### src/rtl/sc_sync_controller.sv
// Run-time sequencer for the Schmidl-Cox trigger path: gates detector triggers
// into the framer, times out stuck frames, enforces holdoff and keeps status counters.
module sc_sync_controller #(
  parameter logic [7:0] SR_CTRL    = 8'd6,
  parameter logic [7:0] SR_TIMEOUT = 8'd7,
  parameter logic [7:0] SR_HOLDOFF = 8'd8,
  parameter int         CNT_WIDTH  = 16
) (
  input  logic                 clk,
  input  logic                 reset,
  input  logic                 set_stb,
  input  logic [7:0]           set_addr,
  input  logic [31:0]          set_data,
  input  logic [39:0]          trig_i_tdata,
  input  logic                 trig_i_tlast,
  input  logic                 trig_i_tvalid,
  output logic                 trig_i_tready,
  output logic [39:0]          trig_o_tdata,
  output logic                 trig_o_tlast,
  output logic                 trig_o_tvalid,
  input  logic                 trig_o_tready,
  input  logic                 smp_tvalid,
  input  logic                 smp_tready,
  input  logic                 sof,
  input  logic                 eof,
  output logic                 dp_clear,
  output logic [1:0]           state,
  output logic [CNT_WIDTH-1:0] frame_count,
  output logic [CNT_WIDTH-1:0] timeout_count,
  output logic [CNT_WIDTH-1:0] drop_count
);

  localparam logic [1:0] S_IDLE    = 2'd0;
  localparam logic [1:0] S_SEARCH  = 2'd1;
  localparam logic [1:0] S_FRAME   = 2'd2;
  localparam logic [1:0] S_HOLDOFF = 2'd3;

  logic        enable;
  logic        one_shot;
  logic [23:0] timeout_r;
  logic [15:0] holdoff_r;
  logic [23:0] beat_cnt;
  logic        sof_seen;

  logic        wr_ctrl;
  logic        en_now;
  logic        os_now;
  logic        soft_clr;
  logic        beat;
  logic [24:0] beat_inc;
  logic        to_hit;
  logic        ho_hit;
  logic        in_search;
  logic [1:0]  exit_state;
  logic [1:0]  nxt;
  logic        clr;
  logic        frame_inc;
  logic        to_inc;
  logic        drop_inc;
  logic        en_clear;
  logic        unused_set_hi;

  function automatic logic [CNT_WIDTH-1:0] sat_inc(input logic [CNT_WIDTH-1:0] v,
                                                   input logic inc);
    return (inc && (v != '1)) ? v + CNT_WIDTH'(1) : v;
  endfunction

  assign unused_set_hi = ^set_data[31:24];

  // Control writes are honoured in the cycle they arrive so disable/soft_clear act next cycle
  assign wr_ctrl    = set_stb && (set_addr == SR_CTRL);
  assign en_now     = wr_ctrl ? set_data[0] : enable;
  assign os_now     = wr_ctrl ? set_data[1] : one_shot;
  assign soft_clr   = wr_ctrl && set_data[2];

  assign beat       = smp_tvalid & smp_tready;
  assign beat_inc   = {1'b0, beat_cnt} + 25'd1;
  assign to_hit     = beat && (timeout_r != 24'd0) && (beat_inc >= {1'b0, timeout_r});
  assign ho_hit     = beat && (beat_inc >= {9'd0, holdoff_r});
  assign exit_state = (en_now && !os_now) ? S_SEARCH : S_IDLE;

  assign in_search     = (state == S_SEARCH);
  assign trig_o_tdata  = trig_i_tdata;
  assign trig_o_tlast  = trig_i_tlast;
  assign trig_o_tvalid = in_search & trig_i_tvalid;
  assign trig_i_tready = in_search ? trig_o_tready : 1'b1;
  assign drop_inc      = trig_i_tvalid && !in_search;

  always_comb begin
    nxt       = state;
    clr       = 1'b0;
    frame_inc = 1'b0;
    to_inc    = 1'b0;
    en_clear  = 1'b0;
    case (state)
      S_IDLE: if (en_now) nxt = S_SEARCH;
      S_SEARCH: begin
        if (!en_now)                            nxt = S_IDLE;
        else if (trig_o_tvalid && trig_o_tready) nxt = S_FRAME;
      end
      S_FRAME: begin
        if (eof) begin
          frame_inc = 1'b1;
          if (!en_now)                nxt = S_IDLE;
          else if (holdoff_r != 16'd0) nxt = S_HOLDOFF;
          else begin
            nxt      = exit_state;
            en_clear = os_now;
          end
        end else if (!en_now) begin
          nxt = S_IDLE;
          clr = 1'b1;
        end else if (to_hit) begin
          to_inc = 1'b1;
          clr    = 1'b1;
          if (holdoff_r != 16'd0) nxt = S_HOLDOFF;
          else begin
            nxt      = exit_state;
            en_clear = os_now;
          end
        end
      end
      S_HOLDOFF: begin
        if (!en_now) nxt = S_IDLE;
        else if (ho_hit) begin
          nxt      = exit_state;
          en_clear = os_now;
        end
      end
      default: nxt = S_IDLE;
    endcase
    // soft_clear wins over whatever else happened this cycle
    if (soft_clr) begin
      nxt      = en_now ? S_SEARCH : S_IDLE;
      clr      = 1'b1;
      en_clear = 1'b0;
    end
  end

  always_ff @(posedge clk) begin
    if (reset) begin
      state         <= S_IDLE;
      enable        <= 1'b0;
      one_shot      <= 1'b0;
      timeout_r     <= 24'd0;
      holdoff_r     <= 16'd0;
      beat_cnt      <= 24'd0;
      sof_seen      <= 1'b0;
      dp_clear      <= 1'b0;
      frame_count   <= '0;
      timeout_count <= '0;
      drop_count    <= '0;
    end else begin
      state    <= nxt;
      dp_clear <= clr;

      if (wr_ctrl) begin
        enable   <= set_data[0];
        one_shot <= set_data[1];
      end
      if (en_clear) enable <= 1'b0;
      if (set_stb && (set_addr == SR_TIMEOUT)) timeout_r <= set_data[23:0];
      if (set_stb && (set_addr == SR_HOLDOFF)) holdoff_r <= set_data[15:0];

      if ((nxt != state) || soft_clr)        beat_cnt <= 24'd0;
      else if (beat && (beat_cnt != '1))     beat_cnt <= beat_cnt + 24'd1;

      if ((nxt != state) || soft_clr)        sof_seen <= 1'b0;
      else if ((state == S_FRAME) && sof)    sof_seen <= 1'b1;

      if (soft_clr) begin
        frame_count   <= '0;
        timeout_count <= '0;
        drop_count    <= '0;
      end else begin
        frame_count   <= sat_inc(frame_count, frame_inc);
        timeout_count <= sat_inc(timeout_count, to_inc);
        drop_count    <= sat_inc(drop_count, drop_inc);
      end
    end
  end

endmodule

### config.mk
export PLATFORM = sky130hd
export DESIGN_NAME = sc_sync_controller
export DESIGN_NICKNAME = d
export VERILOG_FILES = /design/src/rtl/sc_sync_controller.sv
export SDC_FILE = /design/constraint.sdc
export NUM_CORES = 1
export LEC_CHECK = 0
export CAP_MARGIN = 10
export CORE_AREA = 2 2 130 132
export DETAILED_ROUTE_END_ITERATION = 6
export DIE_AREA = 0 0 132 134
export GPL_ROUTABILITY_DRIVEN = 1
export HOLD_SLACK_MARGIN = 0.12
export PLACE_DENSITY_LB_ADDON = 0.12
export SLEW_MARGIN = 30
export SYNTH_ARGS = -nofsm -noshare
export SYNTH_HDL_FRONTEND = slang
export SYNTH_SLANG_ARGS = --single-unit
### constraint.sdc
create_clock -name clk -period 6.5 [get_ports clk]
set_input_delay 0.975 -clock clk [delete_from_list [all_inputs] [get_ports clk]]
set_output_delay 0.975 -clock clk [all_outputs]
set_load 0.01 [all_outputs]
-- Word-level counts from Yosys, hierarchy flattened
Cells that the tools add are included.
- bitwise operators: 2
- reduce and logical (&&, ||, !) cells: 23
- $lt $le $gt $ge: 2
- add/sub/neg operators: 5
- eq/ne operators: 11
- mux-type cells: 36
- operators with widths (operator ; count):
    16-bit by 1-bit adder with 16-bit output (second input constant) ; 3
    16-bit inequality test (second input constant) ; 3
    24-bit by 1-bit adder with 25-bit output (second input constant) ; 1
    25-bit by 16-bit greater-or-equal comparator with 1-bit output ; 1
    25-bit by 24-bit greater-or-equal comparator with 1-bit output ; 1
    24-bit by 1-bit adder with 24-bit output (second input constant) ; 1
    24-bit inequality test (second input constant) ; 1
    24-bit nonzero test ; 1
    1-bit two-way mux ; 23
    2-bit two-way mux ; 11
    8-bit by 3-bit == test with 1-bit output (second input constant) ; 2
    16-bit nonzero test ; 1
    1-bit logical AND ; 14
    8-bit by 4-bit == test with 1-bit output (second input constant) ; 1
    2-bit one-hot mux with 4 select lines ; 1
    2-bit OR reduction ; 3
    2-bit == test (second input constant) ; 2
    1-bit bitwise AND ; 2
    2-bit by 1-bit == test with 1-bit output (second input constant) ; 1
    1-bit zero test ; 2
    2-bit zero test ; 1
    2-bit inequality test ; 1
    1-bit one-hot mux with 2 select lines ; 1
    1-bit logical OR ; 1
- word-level logic and storage cells: 89
- output and inout port bits: 94
- register bits: 117

-- Depth between registers and ports, before layout
- depth after elaboration: 15
- depth in mapped cells: 18
- depth with buffers taken out: 16

-- Worst setup path before layout
Ideal clock, no wire load.
- kind: register to register
- start: reg beat_cnt[0]
- end: reg beat_cnt[10]
- data arrival time: 3.660 ns
- period minus slack after synthesis: 3.790 ns
- slack: 2.710 ns
- path buffers: 1
- required time: 6.370 ns
- library setup time: 0.130 ns
- cell stages (with the launch flop): 18
- path through: dfxtp_1 ha_1 nand3_1 nor2_1 nand3_1 nor2_1 nand3_1 xnor2_1 ha_1 nand4_1 nor2_1 nand4_1 a211oi_1 o21a_1 o31ai_1 a21boi_1 clkbuf_1 nor3_1
- word-level cells in the longest chain between the ends: 11
- elaborated cells between the ends (all ways): 18
- RTL lines (item ; RTL line ; source):
    start, declared ; 42 ; logic [23:0] beat_cnt;
    start signal, assigned ; 166 ; else if (beat && (beat_cnt != '1)) beat_cnt <= beat_cnt + 24'd1;
    24-bit by 1-bit adder with 25-bit output (*) ; 77 ; assign beat_inc = {1'b0, beat_cnt} + 25'd1;
    named net beat_inc[14] ; 50 ; logic [24:0] beat_inc;
    25-bit by 24-bit greater-or-equal comparator with 1-bit output ; 78 ; assign to_hit = beat && (timeout_r != 24'd0) && (beat_inc >= {1'b0, timeout_r});
    1-bit logical AND ; 78 ;
    2-bit two-way mux ; 113 ; end else if (to_hit) begin
    2-bit two-way mux ; 110 ; end else if (!en_now) begin
    2-bit two-way mux ; 102 ; if (eof) begin
    2-bit one-hot mux with 4 select lines (*) ; 95 ; case (state)
    2-bit two-way mux (*) ; 133 ; if (soft_clr) begin
    2-bit inequality test (*) ; n/a ;
    1-bit logical OR (*) ; n/a ;
    2-bit OR reduction (no source line) (*) ; n/a ;
The timed path passes the listed nets; every way through them passes the cells marked *.
A chain may end at the register's enable or synchronous reset.

-- Worst setup path in the final report
- start: reg beat_cnt[0]
- end: reg enable
- word-level cells in the longest chain between the ends: 9
- elaborated cells between the ends (all ways): 13
- RTL lines (item ; RTL line ; source):
    24-bit by 1-bit adder with 25-bit output (*) ; 77 ;
    named net beat_inc[14] ; 50 ;
    25-bit by 24-bit greater-or-equal comparator with 1-bit output ; 78 ;
    1-bit logical AND ; 78 ;
    1-bit two-way mux ; 113 ;
    1-bit two-way mux ; 110 ;
    1-bit two-way mux ; 102 ;
    1-bit one-hot mux with 2 select lines (*) ; 95 ;
    1-bit two-way mux (*) ; 133 ;
    2-bit OR reduction (no source line) (*) ; n/a ;
    end signal, assigned ; 158 ; enable <= set_data[0];
    end, declared ; 38 ; logic enable;
Marks and branches as above.

==> flow_summary.json <==
{
  "layout_commonest_cell": "dfxtp_1",
  "drtIter0Drc": 475,
  "setup_viol": 0,
  "areaGrowthSynthToFinish_pct": 19.6,
  "antenna_cells": 0,
  "cts_tree": "yes",
  "ant_nets": 0,
  "syn_nets": 1028,
  "synth_seq_cells": 117,
  "fp.dieW_microns": 132,
  "p_total_mw": 1.82,
  "path_cells": "ha_1, nand3_1, nor2_1, nand3_1, nor2_1, nand3_1, xnor2_1, ha_1, nand4_1, nor4_1, nor3_1, mux2_2, o211ai_1, o211ai_1, a21boi_2, buf_4, a211oi_1",
  "grt_max_degree": 47,
  "clk_path_buf_depth": 2,
  "placementRows": 47,
  "endpoint": "enable",
  "place.gp.congestion": 0.827,
  "overflow": 0,
  "cp-start-kind": "flip-flop",
  "synthArstFlopShare": 0,
  "fin_hold_ws_ns": 0.469,
  "final_cell_mix": "dfxtp_1 (117), nand2_1 (105), clkdlybuf4s50_1 (92)",
  "critical_path_class": "reg -> reg",
  "route.detailed.drc": 0,
  "cts.sinks": 117,
  "power_leakage_nw": 2.96,
  "numCtsBuffers": 17,
  "drive_above_1_share": 0.0592,
  "path_depth": 17,
  "powerDensity_nw_per_um2": 210,
  "ys_types": 62,
  "slowest_stage": "nor4_1",
  "crit-reg2reg-capture": "enable",
  "grt_pass1_wl_microns": 30200,
  "hold_viol": 0,
  "critPathLaunch": "beat_cnt[0]",
  "finClkSkew_ns": 0.00753,
  "r2r_slack_ns": 1.46,
  "core_sq_um": 16300,
  "fin_cells": 1166,
  "ys_top_cells_by_area": "dfxtp_1 (32%), ha_1 (7.5%), nand2_1 (5.5%)",
  "start_util": 0.443,
  "cp_max_fo": 14,
  "grt_pass1_vias": 5894,
  "wl_per_cell_microns": 15.7,
  "dp_cells": 1134,
  "critPathBufInv": 1,
  "die_y_microns": 134,
  "cp_common_cell": "nand3_1",
  "numPortBuffers": 92,
  "worst_ir_drop_vdd_v": 0.000181,
  "rr_startpoint": "beat_cnt[0]",
  "utilization": 0.530,
  "avgSynthCellArea_sq_um": 8.06,
  "outcome": "finished clean",
  "rsz0062_at_grt": "no",
  "final_nets": 1066,
  "yosysSeqAreaShare": 0.325,
  "yosys.area.top_type": "dfxtp_1",
  "worstSetupEndpointType": "flip-flop",
  "via_per_inst": 5.34,
  "slowest_delay_ns": 0.61,
  "synthesis.area_sq_um": 7210,
  "grt_usage": 0.211,
  "dieArea_sq_um": 17700,
  "netlist_instances": 895,
  "clk_latency_ns": 0.42,
  "cts.repair.resized": 0,
  "antenna_found_initial": 0,
  "fmax_ghz": 0.198,
  "drv_slew": 0,
  "max_cap_violations": 0,
  "post-dp-hpwl_microns": 13200,
  "worst_slew_pin_slew_ns": 0.893,
  "path_delay_family": "simple AND/OR/NAND/NOR gates",
  "synth-edff-count": 0,
  "first_pass_iters": 5,
  "wl_microns": 18300,
  "cts_setup_buffers": 0,
  "synth_flop_cell": "dfxtp_1",
  "synth_top_area_frac": 0.325,
  "fin_tns_setup_ns": 0,
  "h-tree-depth": 4,
  "fin_crit_ns": 5.04,
  "cts_hold_buf": 0,
  "yosys_warnings": 0,
  "r2r_cells": 17,
  "maxSlewHeadroom": 0.405,
  "ios": 184,
  "min_path_type": "reg -> reg",
  "period_share": 0.775,
  "clkTransAtPathRegs_ns": 0.06,
  "vias": 6231,
  "worstPathArrival_ns": 5.32,
  "required_ns": 6.78,
  "root_buffer": "clkbuf_16"
}
## kinds of logic (layout without fill, tap and decap cells)
| logic type | after synthesis | count (layout) | share of synthesized area |
|---|---|---|---|
| simple gates | 379 | 379 | 0.268 |
| xor+xnor | 66 | 66 | 0.0801 |
| fa+ha+maj | 43 | 43 | 0.0746 |
| mux | 28 | 28 | 0.0395 |
| compound gates | 136 | 136 | 0.123 |
| flops | 117 | 117 | 0.325 |
| buf+inv | 126 | 177 | 0.0902 |
## cell usage after synthesis, types with 2 or more instances
cell type	count
a211oi_1	7
a21boi_0	3
a21boi_1	2
a21o_1	2
a21oi_1	54
a31oi_1	4
a41oi_1	2
and2_1	7
and3_1	6
and4_1	12
and4b_1	2
buf_1	3
buf_2	7
buf_4	43
clkbuf_1	25
dfxtp_1	117
ha_1	43
inv_1	47
mux2i_1	26
nand2_1	105
nand2b_1	10
nand3_1	31
nand3b_1	2
nand4_1	26
nor2_1	75
nor2b_1	8
nor3_1	41
nor4_1	23
o211a_1	4
o211ai_1	5
o21a_1	7
o21ai_0	17
o21ai_1	3
o22ai_1	2
o31ai_1	10
o41ai_1	4
or2_2	3
or3_1	12
or4_1	8
xnor2_1	35
xor2_1	31
## final cells by class
class	count	area (sq um)
clock buffers	18	429
clock inverters	14	200
fillers	1585	7660
inverters	47	176
multi-input cells	652	4240
flip-flops and latches	117	2340
well taps	220	275
repair buffers	98	966
## where the power goes
part           leakage (nW)  internal, mW  switching, mW
Sequential            0.943         0.720        0.00381
Combinational          1.72        0.0395         0.0435
Clock                 0.298         0.645          0.364
Total                  2.96          1.40          0.411
## flip-flops by register name, indices dropped and copies added, names as in the netlist
signal,cells
one_shot,1
enable,1
dp_clear,1
holdoff_r,16
frame_count,16
timeout_r,24
state,2
drop_count,16
beat_cnt,24
timeout_count,16
## per-stage QoR
step	area (sq um)	setup slack, ns
finish	8630	1.46
global placement	7980	1.61
global route	8630	1.03
CTS	8630	1.47
detailed placement	8000	1.51
floorplan	7210	2.71
## worst min path at each step
stage | start | to | depth (start not counted)
floorplan | timeout_r[14] | timeout_r[14] | 2
global placement | timeout_r[5] | timeout_r[5] | 2
detailed placement | timeout_r[19] | timeout_r[19] | 2
CTS | timeout_r[14] | timeout_r[14] | 2
global route | timeout_r[19] | timeout_r[19] | 2
finish | timeout_r[14] | timeout_r[14] | 2
## worst reg2reg max path, cell delays in order, from the launching register on
cell and delay (ns):
dfxtp_1 0.48, ha_1 0.26, nand3_1 0.19, nor2_1 0.34, nand3_1 0.25, nor2_1 0.28, nand3_1 0.16, xnor2_1 0.20
ha_1 0.34, nand4_1 0.11, nor4_1 0.61, nor3_1 0.10, mux2_2 0.29, o211ai_1 0.15, o211ai_1 0.16, a21boi_2 0.56
buf_4 0.32, a211oi_1 0.09
## layer usage
metal | routed length [microns] | GRT usage
met5 | 0 | 0
met4 | 204 | 0.0640
met3 | 955 | 0.0472
met2 | 7850 | 0.319
met1 | 9310 | 0.300
(Power assumes the default switching activity.)
